File: config.mk
export PLATFORM = sky130hd
export DESIGN_NAME = move_step_scheduler_flat
export DESIGN_NICKNAME = d
export VERILOG_FILES = /design/src/rtl/rbot_motor_pkg.sv /design/src/rtl/move_step_scheduler_if.sv /design/src/rtl/step_tick_gen.sv /design/src/rtl/move_step_scheduler.sv /design/src/flat_wrapper.sv
export SDC_FILE = /design/constraint.sdc
export NUM_CORES = 1
export LEC_CHECK = 0
export CAP_MARGIN = 15
export CORE_MARGIN = 1.5
export CORE_UTILIZATION = 50
export CTS_BUF_LIST = sky130_fd_sc_hd__clkbuf_8
export CTS_CLUSTER_DIAMETER = 200
export CTS_CLUSTER_SIZE = 20
export DETAILED_ROUTE_END_ITERATION = 10
export PLACE_DENSITY = 0.72
export REMOVE_ABC_BUFFERS = 1
export SLEW_MARGIN = 20
export SYNTH_ARGS = -nofsm -noshare
export SYNTH_HDL_FRONTEND = slang
export SYNTH_HIERARCHICAL = 1
export SYNTH_SLANG_ARGS = --single-unit
File: constraint.sdc
create_clock -name clock -period 6.54 [get_ports clock]
set_input_delay 1.308 -clock clock [delete_from_list [all_inputs] [get_ports clock]]
set_output_delay 1.308 -clock clock [all_outputs]
set_load 0.02 [all_outputs]
File: src/rtl/rbot_motor_pkg.sv
// Shared motor-channel definitions for the cube-solver step scheduler.
// Holds face indices, the sequencing state type and direction encodings.
package rbot_motor_pkg;

    localparam int NUM_FACES = 6;
    localparam int FACE_W    = 3;

    localparam logic [FACE_W-1:0] FACE_U = 3'd0;
    localparam logic [FACE_W-1:0] FACE_D = 3'd1;
    localparam logic [FACE_W-1:0] FACE_F = 3'd2;
    localparam logic [FACE_W-1:0] FACE_B = 3'd3;
    localparam logic [FACE_W-1:0] FACE_L = 3'd4;
    localparam logic [FACE_W-1:0] FACE_R = 3'd5;

    localparam logic DIR_CW  = 1'b1;
    localparam logic DIR_CCW = 1'b0;

    typedef enum logic [2:0] {
        IDLE,
        SETUP,
        STEP_HI,
        STEP_LO,
        SETTLE,
        DONE
    } state_t;

    function automatic logic face_legal(input logic [FACE_W-1:0] f);
        return (f >= FACE_U) && (f <= FACE_R);
    endfunction

    function automatic logic [NUM_FACES-1:0] face_onehot(input logic [FACE_W-1:0] f);
        return NUM_FACES'(1) << f;
    endfunction

endpackage

File: src/rtl/move_step_scheduler_if.sv
// Move-command handshake between the solution-sequence reader and the scheduler.
interface move_step_scheduler_if;
    import rbot_motor_pkg::*;

    logic              cmd_valid;
    logic              cmd_ready;
    logic [FACE_W-1:0] cmd_face;
    logic              cmd_dir;
    logic              cmd_half;

    modport master (
        output cmd_valid,
        output cmd_face,
        output cmd_dir,
        output cmd_half,
        input  cmd_ready
    );

    modport slave (
        input  cmd_valid,
        input  cmd_face,
        input  cmd_dir,
        input  cmd_half,
        output cmd_ready
    );

endinterface

File: src/rtl/step_tick_gen.sv
// Free-running step-rate divider; restarts its period whenever clear is high.
module step_tick_gen #(
    parameter int STEP_DIV = 31249
) (
    input  logic clock,
    input  logic reset,
    input  logic clear,
    output logic tick
);

    localparam int              CW   = (STEP_DIV > 0) ? $clog2(STEP_DIV + 1) : 1;
    localparam logic [CW-1:0]   LAST = CW'(STEP_DIV);

    logic [CW-1:0] count;

    always_ff @(posedge clock or negedge reset) begin
        if (!reset) begin
            count <= '0;
        end else if (clear || (count == LAST)) begin
            count <= '0;
        end else begin
            count <= count + 1'b1;
        end
    end

    assign tick = (count == LAST);

endmodule

File: src/rtl/move_step_scheduler.sv
// Sequences one face turn at a time onto six stepper drivers: direction setup,
// step pulses at the tick rate, a torque-hold settle interval, then done.
module move_step_scheduler
    import rbot_motor_pkg::*;
#(
    parameter int STEP_DIV          = 31249,
    parameter int STEPS_PER_QUARTER = 50,
    parameter int SETTLE_TICKS      = 40
) (
    input  logic                  clock,
    input  logic                  reset,
    move_step_scheduler_if.slave  cmd,
    input  logic                  abort,
    output logic [NUM_FACES-1:0]  step_out,
    output logic [NUM_FACES-1:0]  dir_out,
    output logic [NUM_FACES-1:0]  en_out,
    output logic                  busy,
    output logic                  done,
    output logic                  cmd_error
);

    localparam int SCW = $clog2(2 * STEPS_PER_QUARTER + 1);
    localparam int STW = (SETTLE_TICKS > 1) ? $clog2(SETTLE_TICKS) : 1;

    localparam logic [SCW-1:0] QUARTER_STEPS = SCW'(STEPS_PER_QUARTER);
    localparam logic [SCW-1:0] HALF_STEPS    = SCW'(2 * STEPS_PER_QUARTER);
    localparam logic [STW-1:0] SETTLE_LAST   = STW'((SETTLE_TICKS > 0) ? SETTLE_TICKS - 1 : 0);

    state_t            state;
    logic              ready_q;
    logic [FACE_W-1:0] face_q;
    logic [SCW-1:0]    steps_left;
    logic [STW-1:0]    settle_cnt;
    logic              accept;
    logic              tick;

    assign cmd.cmd_ready = ready_q;
    assign accept        = cmd.cmd_valid && ready_q;

    step_tick_gen #(
        .STEP_DIV (STEP_DIV)
    ) u_tick (
        .clock (clock),
        .reset (reset),
        .clear (accept),
        .tick  (tick)
    );

    always_ff @(posedge clock or negedge reset) begin
        if (!reset) begin
            state      <= IDLE;
            ready_q    <= 1'b0;
            busy       <= 1'b0;
            done       <= 1'b0;
            cmd_error  <= 1'b0;
            step_out   <= '0;
            dir_out    <= '0;
            en_out     <= '0;
            face_q     <= '0;
            steps_left <= '0;
            settle_cnt <= '0;
        end else begin
            done      <= 1'b0;
            cmd_error <= 1'b0;
            // Abort only cancels a move in flight; in IDLE a pending command still wins.
            if (abort && (state != IDLE)) begin
                state    <= IDLE;
                ready_q  <= 1'b1;
                busy     <= 1'b0;
                step_out <= '0;
                dir_out  <= '0;
                en_out   <= '0;
            end else begin
                case (state)
                    IDLE: begin
                        if (accept) begin
                            if (face_legal(cmd.cmd_face)) begin
                                state      <= SETUP;
                                ready_q    <= 1'b0;
                                busy       <= 1'b1;
                                face_q     <= cmd.cmd_face;
                                en_out     <= face_onehot(cmd.cmd_face);
                                dir_out    <= (cmd.cmd_dir == DIR_CW) ? face_onehot(cmd.cmd_face) : '0;
                                steps_left <= cmd.cmd_half ? HALF_STEPS : QUARTER_STEPS;
                            end else begin
                                cmd_error <= 1'b1;
                            end
                        end else begin
                            ready_q <= 1'b1;
                        end
                    end
                    SETUP: begin
                        if (tick) begin
                            state    <= STEP_HI;
                            step_out <= face_onehot(face_q);
                        end
                    end
                    STEP_HI: begin
                        if (tick) begin
                            state    <= STEP_LO;
                            step_out <= '0;
                        end
                    end
                    STEP_LO: begin
                        if (tick) begin
                            steps_left <= steps_left - 1'b1;
                            if (steps_left > SCW'(1)) begin
                                state    <= STEP_HI;
                                step_out <= face_onehot(face_q);
                            end else begin
                                state      <= SETTLE;
                                settle_cnt <= '0;
                            end
                        end
                    end
                    SETTLE: begin
                        if (tick) begin
                            if (settle_cnt == SETTLE_LAST) begin
                                state   <= DONE;
                                done    <= 1'b1;
                                en_out  <= '0;
                                dir_out <= '0;
                            end else begin
                                settle_cnt <= settle_cnt + 1'b1;
                            end
                        end
                    end
                    DONE: begin
                        state   <= IDLE;
                        ready_q <= 1'b1;
                        busy    <= 1'b0;
                    end
                    default: begin
                        state   <= IDLE;
                        ready_q <= 1'b1;
                        busy    <= 1'b0;
                    end
                endcase
            end
        end
    end

endmodule

File: src/flat_wrapper.sv
// flat-port wrapper written by rule: the top's interface ports become plain ports
module move_step_scheduler_flat import rbot_motor_pkg::*;
#(
    parameter int STEP_DIV          = 31249,
    parameter int STEPS_PER_QUARTER = 50,
    parameter int SETTLE_TICKS      = 40
)
  (clock, reset, abort, step_out, dir_out, en_out, busy, done, cmd_error, cmd_cmd_valid, cmd_cmd_face, cmd_cmd_dir, cmd_cmd_half, cmd_cmd_ready);
  move_step_scheduler_if cmd_i ();
  input  logic clock;
  input  logic reset;
  input  logic abort;
  output logic [NUM_FACES-1:0] step_out;
  output logic [NUM_FACES-1:0] dir_out;
  output logic [NUM_FACES-1:0] en_out;
  output logic busy;
  output logic done;
  output logic cmd_error;
  input wire logic [$bits(cmd_i.cmd_valid)-1:0] cmd_cmd_valid;
  input wire logic [$bits(cmd_i.cmd_face)-1:0] cmd_cmd_face;
  input wire logic [$bits(cmd_i.cmd_dir)-1:0] cmd_cmd_dir;
  input wire logic [$bits(cmd_i.cmd_half)-1:0] cmd_cmd_half;
  output wire logic [$bits(cmd_i.cmd_ready)-1:0] cmd_cmd_ready;
  assign cmd_i.cmd_valid = cmd_cmd_valid;
  assign cmd_i.cmd_face = cmd_cmd_face;
  assign cmd_i.cmd_dir = cmd_cmd_dir;
  assign cmd_i.cmd_half = cmd_cmd_half;
  assign cmd_cmd_ready = cmd_i.cmd_ready;
  move_step_scheduler #(.STEP_DIV(STEP_DIV), .STEPS_PER_QUARTER(STEPS_PER_QUARTER), .SETTLE_TICKS(SETTLE_TICKS)) u_core (.clock(clock), .reset(reset), .cmd(cmd_i), .abort(abort), .step_out(step_out), .dir_out(dir_out), .en_out(en_out), .busy(busy), .done(done), .cmd_error(cmd_error));
endmodule
Word-level counts from Yosys, hierarchy flattened
Index checks and enable logic that the tools add are counted. Widths: inputs -> output; s select.

Equality and inequality tests: 22. Add/sub/neg operators: 3. $mul: 0. Shift operators: 2. Div/mod/pow operators: 0. Reductions and logical operators: 19. Bitwise logic cells: 1. Magnitude comparators: 3. Muxes and demuxes: 54.

Operators with widths (count): $mux 6 (18); $pmux 6 s2 (3); $mux 7 (4); $mux 3 (9); $ne 3x1->1 const B (7); $pmux 6 s3 (1); $add 15x1->15 const B (1); $eq 15x15->1 const B (1); $mux 15 (1); $pmux 3 s5 (1); $reduce_and 5->1 (3); $mux 1 (14); $pmux 7 s2 (1); $shl 1x3->6 const A (2); $ne 2x1->1 const B (4); $gt 7x1->1 const B (1); $reduce_and 7->1 (1); $sub 7x1->7 const B (1); $add 6x1->6 const B (1); $eq 3x2->1 const B (2); $eq 6x6->1 const B (1); $ne 2x2->1 const B (3); $reduce_and 6->1 (1); $reduce_bool 3->1 (2); other kinds (17) (21).

Bits in writable memories: 0. Bits in latches: 0. Register bits: 56. Bits of input ports: 9. Memories: 0. Logic and storage cells: 116. Bits in read-only memories: 0.

Longest topological paths before layout
Depth in word-level cells: 6. Mapped depth: 10. Mapped depth without buffers: 9.

Cells and area by module
The synthesis kept the hierarchy.

Modules (own cells, without submodules): move_step_scheduler (sequential area each 1026.0 µm², cells an instance 217, area each 2152.1 µm², instances 1); step_tick_gen (sequential area each 375.4 µm², cells an instance 76, area each 759.5 µm², instances 1).

Worst setup path after synthesis
Ideal clock, no wire load.

Path kind: input to register. From: input abort. To: register u_core.steps_left[3]. Arrival: 2676 ps. Path buffers: 1. Setup slack: 3798 ps. Cell stages on the path: 5. Cell sequence: nand3b_2 or3b_2 clkbuf_1 or4_1 nand2_1.

Word-level cells in the longest chain between the ends: 3.

Ends and longest elaborated chain: start: declaration (RTL line flat_wrapper.sv:12) `input logic abort;`; $logic_and 1x1->1 (RTL line move_step_scheduler.sv:66) `if (abort && (state != IDLE)) begin`; $not 1->1 (no line); $reduce_and 5->1 (no line); end signal: assignment (RTL line move_step_scheduler.sv:84) `steps_left <= cmd.cmd_half ? HALF_STEPS : QUARTER_STEPS;`; end signal: assignment (RTL line move_step_scheduler.sv:106) `steps_left <= steps_left - 1'b1;`; end: declaration (RTL line move_step_scheduler.sv:32) `logic [SCW-1:0] steps_left;`.

Every way passes these cells. A chain may end at the register's enable or synchronous reset.

Final worst setup path
From: input abort. To: register u_core.settle_cnt[1].

Word-level cells in the longest chain between the ends: 3.

Ends and longest elaborated chain: $logic_and 1x1->1 (RTL line move_step_scheduler.sv:66); $not 1->1 (no line); $reduce_and 6->1 (no line); end signal: assignment (RTL line move_step_scheduler.sv:124) `settle_cnt <= settle_cnt + 1'b1;`; end: declaration (RTL line move_step_scheduler.sv:33) `logic [STW-1:0] settle_cnt;`.

Every way passes these cells.

==> key figures <==
Critical path
  • CP delay by family, top: simple AND/OR/NAND/NOR gates
  • Worst Path Arrival: 3.46 ns
  • Critical path class: input port to flop
  • Endpoint class of the critical path: flop
  • Crit-path slowest cell: clkdlybuf4s50_1
  • Critical Path Source Type: input port
  • CP max stage delay: 0.62 ns
  • Buf+Inv Stages, Crit Path: 1
  • Crit Path Max Fanout: 13
  • Critical Path RT: 6.75 ns
  • Worst path cell trace: clkdlybuf4s50_1, nand3b_2, nor3b_1, a22oi_1, mux2_2
  • R2r setup slk: about 3.4 ns

Pwr
  • Max VDD drop: 0.000165 V
  • Power per standard cell area: 293 nW/um^2
  • P_leak: roughly 1.4 nW

Floorplanning
  • Cell Rows: 27
  • Die X: 79.3 um
  • Initial Util: 0.522
  • Io pins: 31
  • Core area: between 5000 and 6000 sq um
  • Chip Height: just under 80 um
  • Die footprint: 6290 sq um

STA
  • F_max: 0.307 GHz
  • Slew headroom: 0.441
  • Min setup slack post-route: 3.28 ns
  • Final Max Tran Viols: 0
  • Post-layout minimum cycle time: roughly 3.3 ns
  • # setup viols final: 0
  • Setup tns final: 0 ns
  • RSZ-0062 raised after global routing: no
  • Period Utilization, post-route: 0.498
  • Measured slew at the worst slew-check pin: roughly 0.83 ns
  • Final clock skew: approximately 0.0071 ns
  • Final Hold Vio Count: 0

Logic synthesis
  • Top cell type's share of synthesized area: 0.481
  • Cell taking the most area after synthesis: dfrtp_1
  • Seq/Total Area, Yosys: 0.481
  • FF+latch count, synth: 56
  • Area contributors post-synth: dfrtp_1 (48%), mux2_2 (5.8%), nor2_1 (5.5%)
  • Top FF cell, synth: dfrtp_1
  • Syn avg cell area: around 9.9 sq um
  • Total of warnings raised by yosys: 6
  • Ys async rst share: 1.00
  • Most instantiated cells after synthesis: dfrtp_1 (56), nor2_1 (43), nand2_1 (20)
  • Number of synthesized flops with an enable pin: 0
  • Synth Cell Area: approximately 2900 sq um
  • Mapped Cells: 293
  • Cell with the most instances after synthesis: dfrtp_1
  • Yosys cell types: 55

Clock tree
  • Root buffer cell: clkbuf_8
  • Worst-Skew Late Latency: just over 0.3 ns
  • Reg clk slew, reported paths: 0.10 ns
  • CTS H-tree lvls: 2
  • TritonCTS clock tree: built
  • Post-CTS resize count: 0
  • Post-CTS Hold Buffers: 0
  • Max clock buf depth: 2
  • Inserted Clock Buffers: 5
  • Postcts setup bufs: 0
  • Clock Sinks: 56

Global route
  • Initial antenna violation count: 0
  • Vias in the first global route: about 2100
  • Global route overflow: 0
  • First-pass GRT wire length: 10000 um
  • Pin count of the biggest net entering global routing: between 50 and 60
  • GRT Util Overall: 0.205

Outcome
  • Status: finished, final reports clean

Cells and area
  • Final nets: 333
  • Fin cells: 392
  • Layout cells sized above 1: 0.103
  • Diode count: 0
  • Synth-to-Final Area Change: 14.1%

Placed design
  • RePlAce Congestion: about 0.86
  • Setup WS pre-CTS: just over 3 ns
  • # port buffers: 30
  • Hpwl dp: 4200 um
  • Cell total after placement: 384

Routing
  • Wire per inst: 15.0 um
  • Residual DRC: 0
  • Vias per Instance: 5.67
  • Vias: 2224
  • Initial drt markers: 261
  • Drt pass-1 iters: 4
  • Post-DRT Antenna Nets: 0
  • Total Routed Length: 5870 um

Min path
  • Min-Delay Path Class: flop to flop

Job
  • Max Cap Viol: 0
==> routing by layer <==
| layer | global-route usage | share of wire | up-vias |
|---|---|---|---|
| met5 | 0 | 0 | - |
| met4 | 0.0825 | 0.018 | 0 |
| met3 | 0.0414 | 0.034 | 9 |
| met2 | 0.332 | 0.48 | 39 |
| met1 | 0.269 | 0.47 | 1075 |
| li1 | - | - | 1101 |
==> final timing paths <==
kind | cells after the start | from | endpoint
worst max register to register | 9 | u_core/u_tick/count[1] | u_core/settle_cnt[1]
max in group asynchronous | 2 | reset | u_core/state[2]
min in group asynchronous | 2 | reset | u_core/steps_left[1]
worst min-delay path | 1 | u_core/u_tick/count[0] | u_core/u_tick/count[0]
worst max-delay path | 5 | abort | u_core/settle_cnt[1]
worst min register to register | 1 | u_core/u_tick/count[0] | u_core/u_tick/count[0]
==> worst reg2reg max path, cell delays in order, from the launching register on <==
cell,delay [ns]
dfrtp_1,0.41
inv_1,0.07
ha_1,0.14
and4bb_2,0.21
nand2_1,0.11
nor3_1,0.72
nand3b_2,0.22
nor3b_1,0.59
a22oi_1,0.27
mux2_2,0.32
==> metrics by stage <==
stage / cell area, sq um / hold WS [ns] / power [W] / utilization
finish: 3320 / 0.496 / 0.000972 / 0.596
global route: 3320 / 0.523 / 0.00104 / 0.596
CTS: 3320 / 0.502 / 0.000983 / 0.596
detailed placement: 3230 / 0.486 / 0.000791 / 0.580
global placement: 3230 / 0.480 / 0.000783 / 0.580
floorplan: 2840 / 0.458 / 0.000677 / -
==> layout make-up <==
class                   count  area [sq um]
multi-input cells         211          1390
flip-flops and latches     56          1400
inverters                  14          52.6
fillers                   517          2250
repair buffers             31           303
clock inverters             3          20.0
clock buffers               5          68.8
well taps                  72          90.1
==> cell usage in the layout (no fill, tap or decap), types with 3 or more instances in the layout <==
| cell | netlist | routed |
|---|---|---|
| a21oi_1 | 7 | 7 |
| a31oi_1 | 4 | 4 |
| a32o_1 | 4 | 4 |
| and2_1 | 3 | 3 |
| and3_1 | 3 | 3 |
| clkbuf_8 | 0 | 5 |
| clkdlybuf4s50_1 | 0 | 29 |
| dfrtp_1 | 56 | 56 |
| ha_1 | 5 | 5 |
| inv_1 | 14 | 15 |
| mux2_2 | 15 | 15 |
| nand2_1 | 20 | 20 |
| nand3_1 | 12 | 12 |
| nand3b_1 | 3 | 3 |
| nand4_1 | 3 | 3 |
| nor2_1 | 43 | 43 |
| nor3_1 | 15 | 15 |
| nor4_1 | 9 | 9 |
| o21ai_0 | 5 | 5 |
| o22a_1 | 3 | 3 |
| o22ai_1 | 4 | 4 |
| or4_1 | 4 | 4 |
| xnor2_1 | 12 | 12 |
==> where the power goes <==
group	internal, W	leakage, nW	switching [W]
sequential	0.000400	0.744	0.0000589
clock	0.0000749	0.0455	0.000114
combinational	0.000142	0.620	0.000182
total	0.000618	1.41	0.000354
==> flip-flops by register name (all words and copies together) (netlist names) <==
name / count
u_core/u_tick/count: 15
u_core/steps_left: 7
u_core/dir_out: 6
u_core/en_out: 6
u_core/settle_cnt: 6
u_core/step_out: 6
u_core/face_q: 3
u_core/state: 3
u_core/busy: 1
u_core/cmd.cmd_ready: 1
u_core/cmd_error: 1
u_core/done: 1
==> cells by family (layout without fill, tap and decap cells) <==
family,count (synthesis),after routing,share of synthesized area
XOR/XNOR,14,14,0.0421
adder cells (fa/ha/maj),6,6,0.0249
AO/OA/AOI/OAI,46,46,0.121
multiplexers,15,15,0.0580
flip-flops,56,56,0.481
buffers and inverters,26,53,0.0425
AND/OR/NAND/NOR,130,130,0.230
Power figures use the tool's default switching activity.
